`src/rtl/floppy_track_loader.sv`:
```
// Floppy track loader: mirrors whole tracks between each drive's track buffer and
// block storage, and writes a modified track back before reading the newly selected one.
module floppy_track_loader #(
    parameter  int DRIVES = 2,
    parameter  int SECS   = 13,
    parameter  int TW     = 6,
    localparam int SELW   = (DRIVES > 1) ? $clog2(DRIVES) : 1
) (
    input  logic                 clk_sys,
    input  logic                 reset_n,
    input  logic [DRIVES*TW-1:0] track,
    input  logic [DRIVES-1:0]    img_mounted,
    input  logic [DRIVES-1:0]    img_present,
    input  logic [DRIVES-1:0]    fd_write,
    input  logic                 sd_ack,
    output logic [31:0]          sd_lba,
    output logic                 sd_rd,
    output logic                 sd_wr,
    output logic [SELW-1:0]      drive_sel,
    output logic [3:0]           track_sec,
    output logic                 cpu_wait,
    output logic                 busy
);

    typedef enum logic [2:0] {
        S_IDLE, S_ARB, S_REQ, S_WAIT_HI, S_WAIT_LO, S_NEXT
    } state_t;

    state_t            r_state;
    logic [TW-1:0]     r_cur_track [DRIVES];
    logic [DRIVES-1:0] r_loaded;
    logic [DRIVES-1:0] r_dirty;
    logic [DRIVES-1:0] r_mnt_pend;
    logic              r_op_wr;
    logic              r_rd;
    logic              r_wr;
    logic              r_cpu_wait;
    logic              r_ack_prev;
    logic [TW-1:0]     r_base;
    logic [3:0]        r_sec;
    logic [SELW-1:0]   r_sel;

    logic [TW-1:0]     w_track [DRIVES];
    logic [DRIVES-1:0] w_need;
    logic [SELW-1:0]   w_pick;
    logic              w_any;
    logic              w_last;

    always_comb begin
        for (int d = 0; d < DRIVES; d++) begin
            w_track[d] = track[d*TW +: TW];
            w_need[d]  = img_present[d] && (r_mnt_pend[d] || (track[d*TW +: TW] != r_cur_track[d]));
        end
    end

    // Lowest-index drive wins: scan from the top so the last hit is the smallest.
    always_comb begin
        w_pick = '0;
        w_any  = 1'b0;
        for (int d = DRIVES - 1; d >= 0; d--) begin
            if (w_need[d]) begin
                w_pick = SELW'(d);
                w_any  = 1'b1;
            end
        end
    end

    assign w_last    = (int'(r_sec) >= SECS - 1);
    assign sd_lba    = 32'(r_base) * 32'(SECS) + 32'(r_sec);
    assign sd_rd     = r_rd;
    assign sd_wr     = r_wr;
    assign drive_sel = r_sel;
    assign track_sec = r_sec;
    assign cpu_wait  = r_cpu_wait;
    assign busy      = (r_state != S_IDLE);

    always_ff @(posedge clk_sys or negedge reset_n) begin
        if (!reset_n) begin
            r_state    <= S_IDLE;
            r_loaded   <= '0;
            r_dirty    <= '0;
            r_mnt_pend <= '0;
            r_op_wr    <= 1'b0;
            r_rd       <= 1'b0;
            r_wr       <= 1'b0;
            r_cpu_wait <= 1'b0;
            r_ack_prev <= 1'b0;
            r_base     <= '0;
            r_sec      <= '0;
            r_sel      <= '0;
            for (int d = 0; d < DRIVES; d++) begin
                r_cur_track[d] <= '0;
            end
        end else begin
            r_ack_prev <= sd_ack;
            case (r_state)
                S_IDLE: begin
                    if (w_any) r_state <= S_ARB;
                end
                S_ARB: begin
                    if (!w_any) begin
                        r_state <= S_IDLE;
                    end else begin
                        r_sel   <= w_pick;
                        r_sec   <= '0;
                        r_state <= S_REQ;
                        // A pending mount means the old buffer belongs to a discarded image.
                        if (r_dirty[w_pick] && r_loaded[w_pick] && !r_mnt_pend[w_pick]) begin
                            r_op_wr <= 1'b1;
                            r_base  <= r_cur_track[w_pick];
                        end else begin
                            r_op_wr                <= 1'b0;
                            r_base                 <= w_track[w_pick];
                            r_cur_track[w_pick]    <= w_track[w_pick];
                            r_mnt_pend[w_pick]     <= 1'b0;
                        end
                    end
                end
                S_REQ: begin
                    r_rd       <= !r_op_wr;
                    r_wr       <= r_op_wr;
                    r_cpu_wait <= 1'b1;
                    r_state    <= S_WAIT_HI;
                end
                S_WAIT_HI: begin
                    if (sd_ack && !r_ack_prev) begin
                        r_rd    <= 1'b0;
                        r_wr    <= 1'b0;
                        r_state <= S_WAIT_LO;
                    end
                end
                S_WAIT_LO: begin
                    if (!sd_ack && r_ack_prev) r_state <= S_NEXT;
                end
                S_NEXT: begin
                    if (!w_last) begin
                        r_sec   <= r_sec + 4'd1;
                        r_state <= S_REQ;
                    end else if (r_op_wr) begin
                        // Write-back done; follow with the read of the track now under the head.
                        r_dirty[r_sel]     <= 1'b0;
                        r_op_wr            <= 1'b0;
                        r_base             <= w_track[r_sel];
                        r_cur_track[r_sel] <= w_track[r_sel];
                        r_mnt_pend[r_sel]  <= 1'b0;
                        r_sec              <= '0;
                        r_state            <= S_REQ;
                    end else begin
                        r_loaded[r_sel] <= img_present[r_sel];
                        r_cpu_wait      <= 1'b0;
                        r_state         <= S_IDLE;
                    end
                end
                default: r_state <= S_IDLE;
            endcase
            // Per-drive flag updates come last so a mount overrides a same-cycle write or clear.
            for (int d = 0; d < DRIVES; d++) begin
                if (fd_write[d] && r_loaded[d]) r_dirty[d] <= 1'b1;
                if (img_mounted[d]) begin
                    r_mnt_pend[d] <= 1'b1;
                    r_dirty[d]    <= 1'b0;
                end
            end
        end
    end

endmodule

```
`config.mk`:
```
export PLATFORM = sky130hd
export DESIGN_NAME = floppy_track_loader
export DESIGN_NICKNAME = d
export VERILOG_FILES = /design/src/rtl/floppy_track_loader.sv
export SDC_FILE = /design/constraint.sdc
export NUM_CORES = 1
export LEC_CHECK = 0
export BUFFER_PORTS_ARGS = -buffer_cell sky130_fd_sc_hd__buf_4
export CAP_MARGIN = 20
export CORE_UTILIZATION = 38
export DETAILED_ROUTE_END_ITERATION = 7
export PLACE_DENSITY_LB_ADDON = 0.3
export RECOVER_POWER = 25
export SYNTH_ARGS = -nofsm -noshare
export SYNTH_HDL_FRONTEND = slang
export SYNTH_SLANG_ARGS = --single-unit
```
`constraint.sdc`:
```
create_clock -name clk_sys -period 9.4 [get_ports clk_sys]
set_input_delay 1.88 -clock clk_sys [delete_from_list [all_inputs] [get_ports clk_sys]]
set_output_delay 1.88 -clock clk_sys [all_outputs]
set_load 0.02 [all_outputs]
```
======== Yosys cells after proc, flatten, opt, wreduce, memory -nomap -nowiden ========
Index checks and enable logic that the tools add are counted.
operators by class
  shift-type cells ........................ 0
  equality and inequality tests ........... 24
  multiply operators ...................... 1
  mux-type cells .......................... 76
  divide/modulo/power cells ............... 0
  reductions and logical operators ........ 44
  order comparisons ....................... 9
  bitwise logic cells ..................... 8
  add/subtract/negate cells ............... 2
operator list
  kind                                               number
  2-to-1 mux 6 bit                                   15
  2-to-1 mux 12 bit                                  4
  inequality test 3 bit, second input constant       9
  nonzero test 3 bit                                 9
  2-to-1 mux 1 bit                                   25
  bitwise mux 12 bit                                 2
  one-hot mux 12 bit (2 select lines)                1
  AND reduction 3 bit                                7
  2-to-1 mux 2 bit                                   10
  one-hot mux 3 bit (6 select lines)                 1
  inequality test 2 bit, second input constant       8
  AND reduction 5 bit                                3
  demux 6 bit (select 1 bit)                         2
  logical AND 1 bit                                  12
  2-to-1 mux 4 bit                                   3
  inequality test 6 bit                              2
  one-hot mux 6 bit (2 select lines)                 1
  adder 10 x 4 -> 11 bit                             1
  multiplier 6 x 4 -> 10 bit, second input constant  1
  2-to-1 mux 3 bit                                   3
  one-hot mux 1 bit (2 select lines)                 4
  one-hot mux 4 bit (2 select lines)                 1
  AND 2 bit                                          3
  == test 3 x 2 -> 1 bit, second input constant      2
  other kinds (20)                                   35
storage, ports and cells
  memory bits (writable) .................. 0
  word-level logic and storage cells ...... 180
  output and inout bits ................... 41
  register bits after elaboration ......... 37
  memories ................................ 0
  bits of input ports ..................... 21
  bits in latches ......................... 0
  bits in read-only memories .............. 0

======== Longest topological paths before layout ========
Gate-level depths: netlist (run 1).
  depth after elaboration ................. 15
  gate-level depth with buffers ........... 11
  depth with buffers taken out ............ 11

======== Worst setup path after synthesis (run 1) ========
OpenSTA, ideal clock, no wires.
  path type ............................... register to output
  start point ............................. reg r_base[0]
  end point ............................... out sd_lba[10]
  setup slack ............................. 4,678 ps
  arrival time ............................ 2,842 ps
  required time ........................... 7,520 ps
  cell stages (with the launch flop) ...... 10
  path buffers ............................ 0
  path through ............................ dfrtp_1 -> ha_1 -> ha_1 -> fa_1 -> ha_1 -> a21oi_1 -> nand2b_1 -> a21boi_0 -> o211ai_1 -> o21ai_0
between the ends
  longest elaborated chain between the ends .. 2
ends and longest elaborated chain
  element                     RTL line  RTL
  start: declaration          39        logic [TW-1:0] r_base;
  start signal: assignment    110       r_base <= r_cur_track[w_pick];
  start signal: assignment    113       r_base <= w_track[w_pick];
  start signal: assignment    143       r_base <= w_track[r_sel];
  multiplier 6 x 4 -> 10 bit  69        assign sd_lba = 32'(r_base) * 32'(SECS) + 32'(r_sec);
  adder 10 x 4 -> 11 bit      69
  end: declaration            16        output logic [31:0] sd_lba,
Every way passes these cells.

======== Worst setup path after layout (run 1) ========
  start point ............................. reg r_base[1]
  end point ............................... out sd_lba[7]
The elaborated chain is that of the path after synthesis.

==> results.txt, run 1 <==
- The flow ran to the end, but the final reports show violations.
- The final reports fail on capacitance limit, slew limit.
* Vias post-DR: 2194
* Root buffer selected by CTS: clkbuf_8
* Post-Syn Area per Cell: 9.91 µm²
- Critical Path Start: r_base[1]
- The count of nets left with antenna violations once routing finished came out at 0.
- The path class of the tightest hold or removal check is flip-flop to flip-flop.
- Vias in the first global route: 2091
- Worst vdd ir: 0.134 mV
* Level count of the clock H-tree: 2
- Number of flops mapped to enable cells by yosys: 0
* Reg2reg start: r_state[1]
- Global routing consumed, over all layers together, 14.8% of the routing resources.
- Number of nets at the end of the flow: 394
- Placed Cells incl. Taps: 433
- In this run, post-CTS repair resized a total of 0 instances.
- The floorplan step set the die height to 90.5 µm.
- Global route hottest layer: met2
- Of all nets on the critical path, the largest fanout is 4.
* Average wire per cell in the routed design: 13.5 µm
- Share of the synthesized area in the top cell type: 31.1%
- CP endpoint kind: primary output
* Number of iterations in the first detailed-routing pass: 4
- Clock latency on the worst-skew pair, taken at its later pin, is 0.29 ns.
- The first global-routing pass estimated 9860 µm of wire.
- The floorplan step defined a core boundary enclosing 7410 µm².
- For this run, the slowest stage of the critical path takes 0.46 ns.
- TritonCTS built the clock tree.
* Starting density of the core: 40.1%
- The number of pins exceeding their max-slew limit in the final report is 38.
* Data required time at the worst endpoint: 7.52 ns
* DIE AREA: 8180 µm²
- The synthesized netlist devotes 13.8% of its cell area to compound gates.
* Setup violators final: 0
- DRT Wirelength: 5930 µm
- Measured slew at the worst slew-check pin: 2.01 ns
- Total clock sinks: 37
* Leading register cell type out of synthesis: dfrtp_1
- Buffers added to address setup during post-CTS repair amount to 0.
* Die Wd: 90.5 µm
- Yosys attributes the largest share of cell area to dfrtp_1 31%, ha_1 12%, mux2_2 8.0%.
- Summing the areas of all and, or, nand and nor instances in the mapped netlist gives 10.8% of the synthesized area.
- After global routing the overflow that remains totals 0.
- For this design the static power due to leakage is 1.68 nW.
- For this run, design rule violations remaining after detail routing come to 0.
- For this run, global-route usage on met1 was measured as 19.5%.
- Global routing consumed, on the met2 layer, 24.7% of the routing resources.
- Maximum clock rate: 0.193 GHz
- Dividing the final minimum period by the clock period gives 55.0%.
- Final Non-Filler Cells: 440
* Syn Std Cell Area: 2970 µm²
- Total count of hold-check failures in the final report: 0
- Category of the critical setup timing path: flip-flop to primary output
- Antenna violations before repair: 0
- Number of core rows: 31
* Cell type group with the largest total delay on the critical path: adder cells
* Number of synthesized register bits: 37
- Fraction of registers with async set or reset after synthesis: 100%
- Counting every instance in the synthesized netlist gives 300.
- Setup repair after global routing missed its margin: false
- Buffers on Ports: 40
* Crit path time final: 5.17 ns
- Fraction of layout instances using a drive strength above 1: 22.3%
- After the first detailed-routing iteration, the DRC count stood at 57.
- Clock skew on the completed layout was measured at 0.00725 ns.
- Together, buffers and inverters on the worst path number 1.
* Ratio of total power to cell area: 373 nW/µm²
- Critical Path Source Type: flip-flop
- Count of fill cells added during filler insertion: 725
- Number of buffers created by CTS: 5
- At the worst endpoint, the arrival time is 3.29 ns.
- Xor/xnor share of the synthesized area: 5.30%
* Worst slew slack as a fraction of its limit: -33.9%
- Hold-fix buffer count after cts: 0
* Number of buffers between clock root and the deepest sink: 2
- The largest total area in the synthesized netlist belongs to dfrtp_1.
- Entering global routing, the biggest net connects 38 pins.
- Worst path most repeated cell: ha_1
* Post-DR vias/cell: 4.99
- Setup TNS: 0 ns
- After Yosys synthesis, full adders, half adders and majority gates account for 14.5% of the synthesized area.
- DP Wirelength: 4660 µm
- 62 I/O pins were placed.
* Synth warnings: 0
* Gp weighted congestion: 0.821
- Multiplexer fraction of the synthesized cell area: 15.1%
- Post-synthesis sequential area ratio: 31.1%
- By area, the combinational part of the netlist is dominated by multiplexers.
- Area growth from synthesis to layout: 13.3%
- Hold wc startpoint: cpu_wait
- Traced cell by cell, the critical path runs through ha_1 -> ha_1 -> fa_1 -> ha_1 -> nor2b_1 -> o21ai_0 -> a21boi_0 -> o21ai_0 -> nor2b_1 -> xnor2_1 -> buf_4.
- On the final layout, the worst hold slack is 0.487 ns.
- The repair_antennas step left the layout with diodes totalling 0.
- Max-cap violations in this run came to 1.
* Critical-path top delay cell: fa_1
- Clock slew at the register clock pins of the worst setup and hold paths: 0.07 ns
- Distinct cell type count after synthesis: 48
* Met3 track demand over resource: 2.53%
==> cell usage after synthesis, drive strengths merged (5+ instances only) <==
cell type   n
xor2       13
mux2i      20
mux2       22
nor2       19
a21oi      14
ha         28
inv        23
nand2      17
a21boi      5
buf        27
dfrtp      37
xnor2       5
o21ai      15
or3         5
==> flip-flops by register name (all words and copies together), names as in the netlist, 2 cells and up <==
| name | count |
|---|---|
| r_state | 3 |
| r_mnt_pend | 2 |
| r_loaded | 2 |
| r_base | 6 |
| r_dirty | 2 |
| track_sec | 4 |
| r_cur_track | 12 |
==> final timing paths <==
kind / depth (start not counted) / slack [ns] / to
setup / recovery: 11 / 4.23 / sd_lba[7]
hold / removal: 1 / 0.49 / cpu_wait
setup reg to reg: 6 / 6.92 / r_cur_track[4]
hold reg to reg: 1 / 0.49 / cpu_wait
max in group asynchronous: 1 / 6.09 / r_cur_track[5]
min in group asynchronous: 1 / 2.16 / r_dirty[0]
==> per-layer routing <==
metal	part of all wire (%)	vias to the layer above	routed length, µm
met3	3.0	6	177
li1	-	1094	-
met2	47	57	2820
met4	1.1	0	65
met1	48	1037	2880
met5	0	-	0
==> cell type report <==
cell class	instances	area (µm²)	share of cell area [%]
Multi-Input combinational cell	233	1850	54.8
Sequential cell	37	926	27.5
Timing Repair Buffer	41	300	8.92
Tap cell	99	124	3.68
Clock buffer	7	86.3	2.56
Inverter	23	86.3	2.56
==> per-stage QoR <==
step	utilization (%)	worst slack, ns	instance area (µm²)	total power [W]
final	45.5	4.23	3370	0.00126
after global routing	45.5	4.00	3370	0.00137
after CTS	45.6	4.20	3380	0.00127
after detailed placement	44.4	4.54	3290	0.00115
after global placement	44.4	4.60	3290	0.00114
after floorplan	-	4.68	3050	0.000892
==> worst register-to-register path, stage by stage (launching register included) <==
cell	delay [ns]
dfrtp_1	0.44
nand2b_1	0.21
nor2_1	0.63
nand2_1	0.23
o31ai_4	0.12
a21boi_4	0.37
mux2_2	0.38
==> cell families (layout without fill, tap and decap cells) <==
family,Yosys count,after routing
adders and majority gates,32,32
and+or+nand+nor,62,62
xor gates and xnor gates,18,18
other,1,21
AOI/OAI and AO/OA,58,58
muxes,42,42
buffers and inverters,50,71
DFF,37,37
==> report_power, final <==
group	internal [W]	switching, W
combinational	0.000400	0.000454
clock	0.0000582	0.0000539
sequential	0.000217	0.0000743
==> cells in the final DEF, fill, tap and decap left out, types with 2 or more instances in the layout <==
cell,n
nand2_1,17
a22oi_1,2
a21bo_2,2
nor2b_1,3
nor2_1,19
a31oi_1,3
o21bai_1,2
or3_1,5
a21oi_1,13
mux2i_1,20
clkbuf_8,6
mux2_2,21
clkbuf_1,3
nor3_1,4
dfrtp_1,37
a21boi_0,3
a21o_1,3
nand3_1,4
inv_1,23
nor4_4,2
nand2b_1,2
fa_1,4
o21ai_0,15
buf_4,38
ha_1,28
xnor2_1,5
xor2_1,13
o221ai_1,2
conb_1,21
nand3b_1,2
Power figures use the tool's default switching activity.
==> run 2: changes to the inputs <==
clock period = 4.25 ns   (was 9.4 ns; I/O delays follow)
==> run 2 against run 1 <==
The flow still finishes with violations (capacitance limit, slew limit); power is 120% higher; clock skew hardly changed; global-route usage is 0.092 points lower; sequential share of layout area stayed put; critical path type unchanged.
==> results.txt, run 2 (synthesis results as in run 1) <==
* Setup Skew: 0.00719 ns
- The share of total power dissipated in sequential elements is 23.2%.
* Antenna violations before repair: 0
- Total count of hold-check failures in the final report: 0
* Biggest register: r_cur_track
- Clock tree synthesis inserted a total of 5 buffers.
* Data required time at the worst endpoint: 3.40 ns
- Hold-fix buffer count after cts: 0
* Vias post-DR: 2191
- The completed layout was analyzed and its total power is 0.00278 W.
* Post-DR vias/cell: 4.98
* WHS Path Cells: 1
- Max-cap violations in this run came to 1.
- Total routing usage reported by global routing: 14.7%
- Setup violators final: 0
* Count of nets left with antenna violations after detail routing: 0
- TritonCTS built the clock tree.
- After clock tree synthesis, the clock-pin slew on the worst setup and hold paths is 0.07 ns.
- After global routing the overflow that remains totals 0.
- The floorplan has 31 rows.
- In this run, placement finished with an instance count of 433.
- The number of antenna diodes in the final layout is 0.
- Largest fanout on the critical path: 4
* Switching share of power: 46.3%
- By startpoint and endpoint, the worst setup path is classified as flip-flop to primary output.
- CP endpoint kind: primary output
* Maximum clock rate: 0.249 GHz
- Violations in the final reports: capacitance limit, slew limit
- The critical path starts at r_base[0].
- Class of the tightest hold or removal check: flip-flop to flip-flop
- Flip-flop count of the largest register, all copies and words added: 12
- Fraction of layout instances using a drive strength above 1: 22.3%
- Setup repair after global routing left no endpoint under its margin.
- For this run, design rule violations remaining after detail routing come to 0.
- Buffers added to address setup during post-CTS repair amount to 0.
- The detailed router finished its first iteration with 70 violations.
* Worst slew slack as a fraction of its limit: -33.4%
- Commonest non-fill, non-tap cells in the layout: 39 x buf_4, 37 x dfrtp_1, 28 x ha_1, 23 x inv_1
* Total clock sinks: 37
- Measured along the x axis, the die boundary spans 90.5 µm.
- The run finished, with violations left.
* Int Pwr: 0.00149 W
- Number of cell instances on the worst register-to-register path: 6
- STA classifies the critical path startpoint as a flip-flop.
* Number of nets at the end of the flow: 394
- Entering global routing, the biggest net connects 38 pins.
- Crit path time final: 4.02 ns
- Vertical die dimension: 90.5 µm
- Level count of the clock H-tree: 2
* DIE AREA: 8180 µm²
- Vias in the first global route: 2101
* Gp weighted congestion: 0.825
* DRT Wirelength: 5860 µm
* Final slew viol count: 38
- Starting density of the core: 40.1%
* Average wire per cell in the routed design: 13.3 µm
- 62 I/O pins were placed.
* Final Non-Filler Cells: 440
* Buffers on Ports: 40
- Compared with the post-synthesis result, the final layout area differs by 13.3%.
- Once the clock tree was built, the resizer swapped 0 gates to a different size.
- For this design the ratio of total power to cell area is 825 nW/µm².
- In this run, the combinational gates consume 67.9% of the power.
- Clock Latency Late Sink: 0.28 ns
- The tree is rooted in a clkbuf_8.
* Net switching power: 0.00129 W
- Number of iterations in the first detailed-routing pass: 4
- Count of fill cells added during filler insertion: 725
- Leaving out fill and tap cells, the most frequent cell in the layout is buf_4.
* Reg2reg start: r_state[1]
- Number of buffers between clock root and the deepest sink: 2
- For the pin with the worst max-slew slack, the measured transition is 2.00 ns.
- Of the total power, the clock network draws 8.9%.
- The worst-case IR drop observed on VDD is 0.272 mV.
- The startpoint identified for the worst hold timing path is cpu_wait.
- Setup total negative slack on the finished layout was measured at 0 ns.
* Signal arrival time at the worst endpoint: 3.17 ns
- After layout, the worst path uses 94.7% of the clock period.
- DP Wirelength: 4680 µm
* Core region area: 7410 µm²
* First-pass GRT wire length: 9810 µm
- In this run the static leakage power is 1.68 nW.
[run 2: path summary, 6_finish.rpt]
path                                   end  slack (ns)
setup / recovery                 sd_lba[9]        0.23
hold / removal                    cpu_wait        0.48
setup reg to reg            r_cur_track[3]        1.78
hold reg to reg                   cpu_wait        0.48
max in group asynchronous        drive_sel        1.98
min in group asynchronous  r_cur_track[10]        1.13
[run 2: worst max-delay path, cell delays in order, from the launching register on]
cell and delay (ns):
dfrtp_1 0.42, ha_1 0.31, ha_1 0.30, fa_1 0.46, ha_1 0.34, nor2b_1 0.15, o21ai_1 0.08, a21boi_0 0.27
o21ai_1 0.11, a21oi_1 0.16, xor2_1 0.15, buf_4 0.15
[run 2: power groups by stage]
stage          clock network (W)  registers, W  logic [W]
2_1_floorplan                  0      0.000610    0.00136
3_3_place_gp                   0      0.000643    0.00187
3_5_place_dp                   0      0.000653    0.00189
4_1_cts                 0.000255      0.000646    0.00191
5_1_grt                 0.000270      0.000669    0.00210
6_report                0.000248      0.000646    0.00189
[run 2: metal layers]
| metal | global-route usage (%) | wire length [µm] |
|---|---|---|
| met5 | 0 | 0 |
| met2 | 24.7 | 2780 |
| met3 | 2.53 | 233 |
| met1 | 19.4 | 2780 |
| met4 | 3.90 | 62 |
[run 2: final cells by class]
class / instances / area (µm²) / share of cell area [%]
Sequential cell: 37 / 926 / 27.5
Multi-Input combinational cell: 233 / 1850 / 54.8
Inverter: 23 / 86.3 / 2.56
Clock buffer: 7 / 86.3 / 2.56
Timing Repair Buffer: 41 / 300 / 8.92
Tap cell: 99 / 124 / 3.68
[run 2: stage by stage]
| step | area, µm² | hold slack [ns] | utilization, % | setup slack (ns) |
|---|---|---|---|---|
| after CTS | 3380 | 0.488 | 45.6 | 0.0966 |
| after global placement | 3290 | 0.470 | 44.4 | 0.481 |
| after global routing | 3370 | 0.510 | 45.5 | 0.0135 |
| after detailed placement | 3290 | 0.471 | 44.4 | 0.415 |
| after floorplan | 3050 | 0.491 | - | 0.558 |
| final | 3370 | 0.483 | 45.5 | 0.227 |
